`config.mk`:
```
export PLATFORM = sky130hd
export DESIGN_NAME = conv3x3_stream
export DESIGN_NICKNAME = d
export VERILOG_FILES = /design/src/rtl/conv3x3_stream.sv
export SDC_FILE = /design/constraint.sdc
export NUM_CORES = 2
export LEC_CHECK = 0
export ABC_AREA = 1
export BUFFER_PORTS_ARGS = -buffer_cell sky130_fd_sc_hd__buf_2
export CORE_MARGIN = 10
export CORE_UTILIZATION = 55
export DETAILED_ROUTE_END_ITERATION = 8
export GPL_TIMING_DRIVEN = 0
export PLACE_DENSITY = 0.71
export SLEW_MARGIN = 30
export SYNTH_ARGS = -nofsm -noshare
export SYNTH_HDL_FRONTEND = slang
export SYNTH_SLANG_ARGS = --single-unit
```
`constraint.sdc`:
```
create_clock -name clk -period 10.72 [get_ports clk]
set_input_delay 0.536 -clock clk [delete_from_list [all_inputs] [get_ports clk]]
set_output_delay 0.536 -clock clk [all_outputs]
set_load 0.005 [all_outputs]
```
`src/rtl/conv3x3_stream.sv`:
```
// Streaming 3x3 signed-kernel convolution with line buffers, valid/ready flow control and
// frame-synchronous kernel double-buffering. Define CONV3X3_ABS_EN for magnitude rectification.
module conv3x3_stream #(
    parameter int unsigned W      = 5,
    parameter int unsigned H      = 5,
    parameter int unsigned DATA_W = 8,
    parameter int unsigned COEF_W = 8,
    parameter int unsigned SHIFT  = 4
) (
    input  logic                     clk,
    input  logic                     rst,
    input  logic [DATA_W-1:0]        pixel_in,
    input  logic                     pixel_valid,
    input  logic                     pixel_sof,
    output logic                     pixel_ready,
    input  logic                     coef_we,
    input  logic [3:0]               coef_addr,
    input  logic signed [COEF_W-1:0] coef_data,
    output logic [DATA_W-1:0]        pixel_out,
    output logic                     pixel_out_valid,
    input  logic                     pixel_out_ready,
    output logic                     pixel_out_eof
);

    localparam int unsigned ACC_W = DATA_W + COEF_W + 5;
    localparam int unsigned CW    = $clog2(W);
    localparam int unsigned RW    = $clog2(H);
    localparam int unsigned TAPS  = 9;
    localparam logic signed [ACC_W-1:0]  PIX_MAX  = ACC_W'((1 << DATA_W) - 1);
    localparam logic signed [COEF_W-1:0] COEF_ONE = COEF_W'(1 << SHIFT);

    logic                     adv;
    logic                     accept;
    logic                     at_origin;
    logic [CW-1:0]            col;
    logic [CW-1:0]            pos_col;
    logic [RW-1:0]            row;
    logic [RW-1:0]            pos_row;
    logic [DATA_W-1:0]        lb1 [W];
    logic [DATA_W-1:0]        lb2 [W];
    logic [DATA_W-1:0]        win [TAPS];
    logic                     w_valid;
    logic                     w_eof;
    logic                     s1_valid;
    logic                     s1_eof;
    logic signed [COEF_W-1:0] shadow [TAPS];
    logic signed [COEF_W-1:0] active [TAPS];
    logic signed [ACC_W-1:0]  acc_c;
    logic signed [ACC_W-1:0]  s1_acc;
    logic signed [ACC_W-1:0]  res_c;
    logic signed [ACC_W-1:0]  mag_c;
    logic [DATA_W-1:0]        sat_c;

    // Whole pipeline moves in lockstep whenever the output register can be refilled.
    assign adv         = !pixel_out_valid || pixel_out_ready;
    assign pixel_ready = adv;
    assign accept      = pixel_valid && adv;
    assign pos_col     = pixel_sof ? '0 : col;
    assign pos_row     = pixel_sof ? '0 : row;
    assign at_origin   = (pos_col == '0) && (pos_row == '0);

    // Raster position, line buffers and the 3x3 window (k = 3*row + col, row 0 oldest).
    always_ff @(posedge clk) begin
        if (rst) begin
            col     <= '0;
            row     <= '0;
            w_valid <= 1'b0;
            w_eof   <= 1'b0;
            for (int unsigned k = 0; k < W; k++) begin
                lb1[k] <= '0;
                lb2[k] <= '0;
            end
            for (int unsigned k = 0; k < TAPS; k++) begin
                win[k] <= '0;
            end
        end else if (adv) begin
            w_valid <= accept && (pos_row >= RW'(2)) && (pos_col >= CW'(2));
            w_eof   <= accept && (pos_row == RW'(H - 1)) && (pos_col == CW'(W - 1));
            if (accept) begin
                if (pos_col == CW'(W - 1)) begin
                    col <= '0;
                    row <= (pos_row == RW'(H - 1)) ? '0 : pos_row + RW'(1);
                end else begin
                    col <= pos_col + CW'(1);
                    row <= pos_row;
                end
                win[0]       <= win[1];
                win[1]       <= win[2];
                win[2]       <= lb2[pos_col];
                win[3]       <= win[4];
                win[4]       <= win[5];
                win[5]       <= lb1[pos_col];
                win[6]       <= win[7];
                win[7]       <= win[8];
                win[8]       <= pixel_in;
                lb2[pos_col] <= lb1[pos_col];
                lb1[pos_col] <= pixel_in;
            end
        end
    end

    // Shadow bank takes writes at once; active bank swaps in at the first pixel of a frame.
    always_ff @(posedge clk) begin
        if (rst) begin
            for (int unsigned k = 0; k < TAPS; k++) begin
                shadow[k] <= (k == 4) ? COEF_ONE : '0;
                active[k] <= (k == 4) ? COEF_ONE : '0;
            end
        end else begin
            for (int unsigned k = 0; k < TAPS; k++) begin
                if (coef_we && (coef_addr == 4'(k))) begin
                    shadow[k] <= coef_data;
                end
                if (accept && at_origin) begin
                    active[k] <= (coef_we && (coef_addr == 4'(k))) ? coef_data : shadow[k];
                end
            end
        end
    end

    always_comb begin
        acc_c = '0;
        for (int unsigned k = 0; k < TAPS; k++) begin
            acc_c = acc_c + $signed(ACC_W'(win[k])) * ACC_W'(active[k]);
        end
    end

    always_comb begin
        res_c = s1_acc >>> SHIFT;
`ifdef CONV3X3_ABS_EN
        mag_c = res_c[ACC_W-1] ? -res_c : res_c;
`else
        mag_c = res_c[ACC_W-1] ? '0 : res_c;
`endif
        sat_c = (mag_c > PIX_MAX) ? {DATA_W{1'b1}} : mag_c[DATA_W-1:0];
    end

    // S1: multiply-accumulate; S2: shift, rectify, saturate.
    always_ff @(posedge clk) begin
        if (rst) begin
            s1_valid        <= 1'b0;
            s1_eof          <= 1'b0;
            s1_acc          <= '0;
            pixel_out_valid <= 1'b0;
            pixel_out_eof   <= 1'b0;
            pixel_out       <= '0;
        end else if (adv) begin
            s1_valid        <= w_valid;
            s1_eof          <= w_eof;
            s1_acc          <= acc_c;
            pixel_out_valid <= s1_valid;
            pixel_out_eof   <= s1_valid && s1_eof;
            if (s1_valid) begin
                pixel_out <= sat_c;
            end
        end
    end

endmodule

```
[After elaboration in Yosys (flattened, before gate mapping)]
Memory sizes are Yosys's and may differ from the RTL's.
Index checks and enable logic that the tools add are counted.
Storage, ports and cells
  bits in registers: 41
  RAM bits: 296
  input port bits: 26
  output and inout bits: 11
  memories: 5
Memories
  active: words 9, bits a word 8, read ports 9, clocked after Yosys merged registers in 0, wr ports 9, line 47  | logic signed [COEF_W-1:0] active [TAPS];
  shadow: words 9, bits a word 8, read ports 9, clocked after Yosys merged registers in 0, wr ports 9, line 46  | logic signed [COEF_W-1:0] shadow [TAPS];
  win: words 9, bits a word 8, read ports 9, clocked after Yosys merged registers in 0, wr ports 9, line 41  | logic [DATA_W-1:0] win [TAPS];
  lb1: words 5, bits a word 8, read ports 1, clocked after Yosys merged registers in 0, wr ports 5, line 39  | logic [DATA_W-1:0] lb1 [W];
  lb2: words 5, bits a word 8, read ports 1, clocked after Yosys merged registers in 0, wr ports 5, line 40  | logic [DATA_W-1:0] lb2 [W];
Operators by class
  add/sub/neg operators: 10
  multiply operators: 9
  $lt $le $gt $ge: 3
  equal/unequal tests: 10
  muxes and demuxes: 85
  bitwise operators: 27
  reductions and logical operators: 26
Operator list (count)
  two-way mux 8 bit: 39
  multiplier 9 x 8 -> 17 bit: 9
  adder 21 x 17 -> 21 bit: 4
  two-way mux 1 bit: 38
  bitwise OR 1 bit: 27
  adder 20 x 17 -> 21 bit: 1
  two-way mux 3 bit: 7
  adder 19 x 17 -> 20 bit: 1
  adder 18 x 17 -> 19 bit: 1
  adder 17 x 17 -> 18 bit: 1
  logical AND 1 bit: 17
  equality test 4 x 3 -> 1 bit (second input constant): 4
  greater-than comparator 16 x 8 -> 1 bit (second input constant): 1
  two-way mux 16 bit: 1
  OR reduction 8 bit: 2
  equality test 4 x 2 -> 1 bit (second input constant): 2
  adder 3 x 1 -> 3 bit (second input constant): 2
  equality test 3 bit (second input constant): 2
  >= comparator 3 x 2 -> 1 bit (second input constant): 2
  zero test 3 bit: 2
  equality test 4 x 1 -> 1 bit (second input constant): 1
  equality test 4 bit (second input constant): 1
  zero test 4 bit: 1
  AND reduction 2 bit: 2
  2 further kinds: 2

[Longest topological paths before layout]
An unclocked memory read counts as a cell.
  word-level depth: 10
  gate-level depth with buffers: 34
  depth with buffers taken out: 33

[Worst setup path before layout]
No wires, ideal clock.
  path type: flip-flop to flip-flop
  start: memory active[6][7] (netlist: active[0][55])
  end: register s1_acc[18]
  setup time: 109 ps
  arrival: 7080 ps
  data required time: 10611 ps
  setup slack: 3531 ps
  cell stages (with the launch flop): 29
  path buffers: 0
  cells stage by stage: edfxtp_1 clkinv_1 or2_2 fa_1 inv_1 fa_1 fa_1 fa_1 inv_1 fa_1 inv_1 fa_1 inv_1 fa_1 fa_1 fa_1 inv_1 fa_1 ha_1 a21oi_1 nor2_1 nor2_1 nand2_1 nand2_1 nand2_1 nand2_1 nand3_1 nand2_1 inv_1
RTL lines
  start: declaration: line 47
  end signal: assignment: line 143  | s1_acc <= '0;
  end signal: assignment: line 150  | s1_acc <= acc_c;
  end: declaration: line 49  | logic signed [ACC_W-1:0] s1_acc;

==> results.md <==
* Status: completed
* Avg WL per Cell at about 19 um
* Fin crit share at 0.794
* Yosys top cell by area: fa_1
* Hold-fix buffers, CTS at 0
* Post-CTS Resized at 0
* Tmin final at about 8.5 ns
* Post-synth EDFFs at ~340
* Design area at between 40000 and 50000 um^2
* Most frequent cell after synthesis: inv_1
* Critical path capture point type: flip-flop
* Syn Inst Count at 4180
* Max Cap Viol at 0
* Share of cells above drive strength 1 at 0.0391
* Max Slew Vio Count at 0
* Largest net degree at the start of global routing at 56
* Yosys top cell area share at 0.302
* Worst hold-check path type: in2reg
* Width of the die at roughly 280 um
* Detailed placement HPWL at between 80000 and 90000 um
* Initial antenna violation count at 6
* Largest family of logic cells by synthesized area: adder cells
* Deepest clock path buffer count at 3
* Clock sink count at about 380
* Maximum level of the CTS H-tree at 2
* Most frequent cells after synthesis: 1243 x inv_1, 814 x nand2_1, 573 x fa_1, 344 x edfxtp_1, 296 x ha_1
* Worst skew pair latency at 0.59 ns
* Post-synthesis simple-gate area fraction at 0.125
* Core Region at around 68000 um^2
* DP Worst Slack at 2.40 ns
* Setup TNS at 0 ns
* Top_reg_cell synth: edfxtp_1
* #FFs+latches synth at ~380
* Syn_area_per_cell at 9.08 um^2
* Mux contribution to synthesized area at 0
* Ant diodes at 0
* Placer Congestion at a little under 1
* Chip height at ~280 um
* Root cell of the clock tree: clkbuf_16
* Port buffer count at 29
* Number of global-route vias before repair at ~27000
* Worst Skew at ~0.054 ns
* Global-route wire length before repair at 157000 um
* Post-route ant nets at 0
* Ranking of synthesized cells by area: fa_1 30%, edfxtp_1 27%, inv_1 12%, ha_1 9.8%, nand2_1 8.1%
* Adder and majority cell fraction of the synthesized area at 0.400
* Worst-path clk slew at roughly 0.060 ns
* Setup bufs post-CTS at 0
* Post-layout util at 0.596
* DP Area at approximately 39000 um^2
* Ys async rst share at 0
* First drt pass iteration count at 6
* Crit start category: flip-flop
* Initial DRC count at around 2400
* Mapped cell area at ~38000 um^2
* CTS tree: built
* Final wirelength at around 100000 um
* Via count at about 27000
* Initial core utilization at 0.554
* Fin worst setup slack at approximately 2.2 ns
* Max transition margin at 0.346
* Post-synthesis compound-gate area fraction at 0.0363
* Total congestion overflow at 0
* Final nets at between 5000 and 6000
* Area Overhead vs Synth at 7.56%
* DR DRC count at 0
* Warning count from the yosys run at 0
* Cell Rows at between 90 and 100
* FMAX at ~120 MHz
* Worst slew pin tran at just under 1 ns
* Synth cell types at 37
* Crit path kind: reg2reg
* Via/cell ratio at just over 5
* Final Hold Violating Endpoints at 0
* Seq/Total Area, Yosys at 0.292
* IO Count at 37
* Num CTS Buffers at 41
* Crit path DAT at just over 9 ns
* Fillers at slightly below 6000
* Die ar. at around 80000 um^2
* Final setup viols at 0
* Total GRT Usage at 0.260
* Post-Synth XOR/XNOR Area at 0.00254
* Critical path peak fanout at 9
* Mapped Nets at 5075
* RSZ-0062 raised after global routing: no
* Data required, critical path at approximately 11 ns
## area by class of cell
class / instances / area, um^2 / share of cell area
well taps: 882 / 1100 / 0.0270
clock inverters: 21 / 299 / 0.00733
repair buffers: 42 / 340 / 0.00834
multi-input cells: 2349 / 21400 / 0.525
plain buffers: 197 / 796 / 0.0195
inverters: 1253 / 4700 / 0.115
clock buffers: 52 / 1090 / 0.0267
flip-flops and latches: 381 / 11100 / 0.271
## kinds of logic (layout without fill, tap and decap cells)
logic type / count (synthesis) / after routing
compound gates: 262 / 262
flops: 381 / 381
simple gates: 1207 / 1207
xor+xnor: 11 / 11
buf+inv: 1450 / 1565
fa+ha+maj: 869 / 869
## state kept, by name, summed over array words and instances (netlist names)
register and count:
active 72, shadow 72, win 72, lb1 64, lb2 64, s1_acc 17, pixel_out 8, col 3
row 3, pixel_out_eof 1, pixel_out_valid 1, s1_eof 1, s1_valid 1, w_eof 1, w_valid 1
## metrics by stage
stage,instances,hold slack [ns]
floorplan,4180,0.436
global placement,5091,0.451
detailed placement,5104,0.452
CTS,5177,0.132
global route,5177,0.153
finish,5177,0.155
## per-layer routing
metal / track usage / wire, um / share of wire / vias to the layer above
met2: 0.426 / 47200 / 0.47 / 1060
li1: - / - / - / 12400
met4: 0.111 / 4780 / 0.048 / 6
met3: 0.0378 / 7960 / 0.079 / 233
met5: 0 / 38 / 0.00038 / -
met1: 0.343 / 40300 / 0.40 / 13200
## worst max-delay path: stages (launching register included)
cell	delay, ns
edfxtp_1	0.41
clkbuf_1	0.53
nand2_1	0.14
inv_1	0.10
fa_1	0.41
fa_1	0.51
fa_1	0.64
inv_1	0.09
fa_1	0.58
fa_1	0.53
inv_1	0.05
fa_1	0.56
inv_1	0.05
fa_1	0.59
fa_1	0.48
fa_1	0.50
inv_1	0.05
fa_1	0.43
ha_1	0.35
nand2_1	0.06
o21ai_0	0.51
nand2_1	0.10
nand2_1	0.16
xor2_1	0.23
nand2_1	0.07
o21ai_0	0.11
nand2_1	0.09
inv_1	0.08
## final timing paths
| path | slack [ns] | to | cells past startpoint | startpoint |
|---|---|---|---|---|
| setup / recovery | 2.21 | s1_acc[11] | 27 | win[0][42] |
| hold / removal | 0.16 | lb1[6][2] | 1 | pixel_in[2] |
| setup reg to reg | 2.21 | s1_acc[11] | 27 | win[0][42] |
| hold reg to reg | 0.46 | pixel_out[0] | 2 | pixel_out[0] |
## layout by cell type (no fill, tap or decap), drive strengths merged, types with 77 or more instances in the layout
| master | netlist | final |
|---|---|---|
| o21ai | 91 | 91 |
| nand2 | 820 | 820 |
| clkbuf | 162 | 214 |
| nor2 | 294 | 294 |
| edfxtp | 344 | 344 |
| fa | 573 | 573 |
| a21oi | 136 | 136 |
| inv | 1249 | 1249 |
| buf | 35 | 77 |
| ha | 296 | 296 |
Power is not shown: default switching activity piles up to over one toggle a cycle in this logic, so the estimate is an artifact.
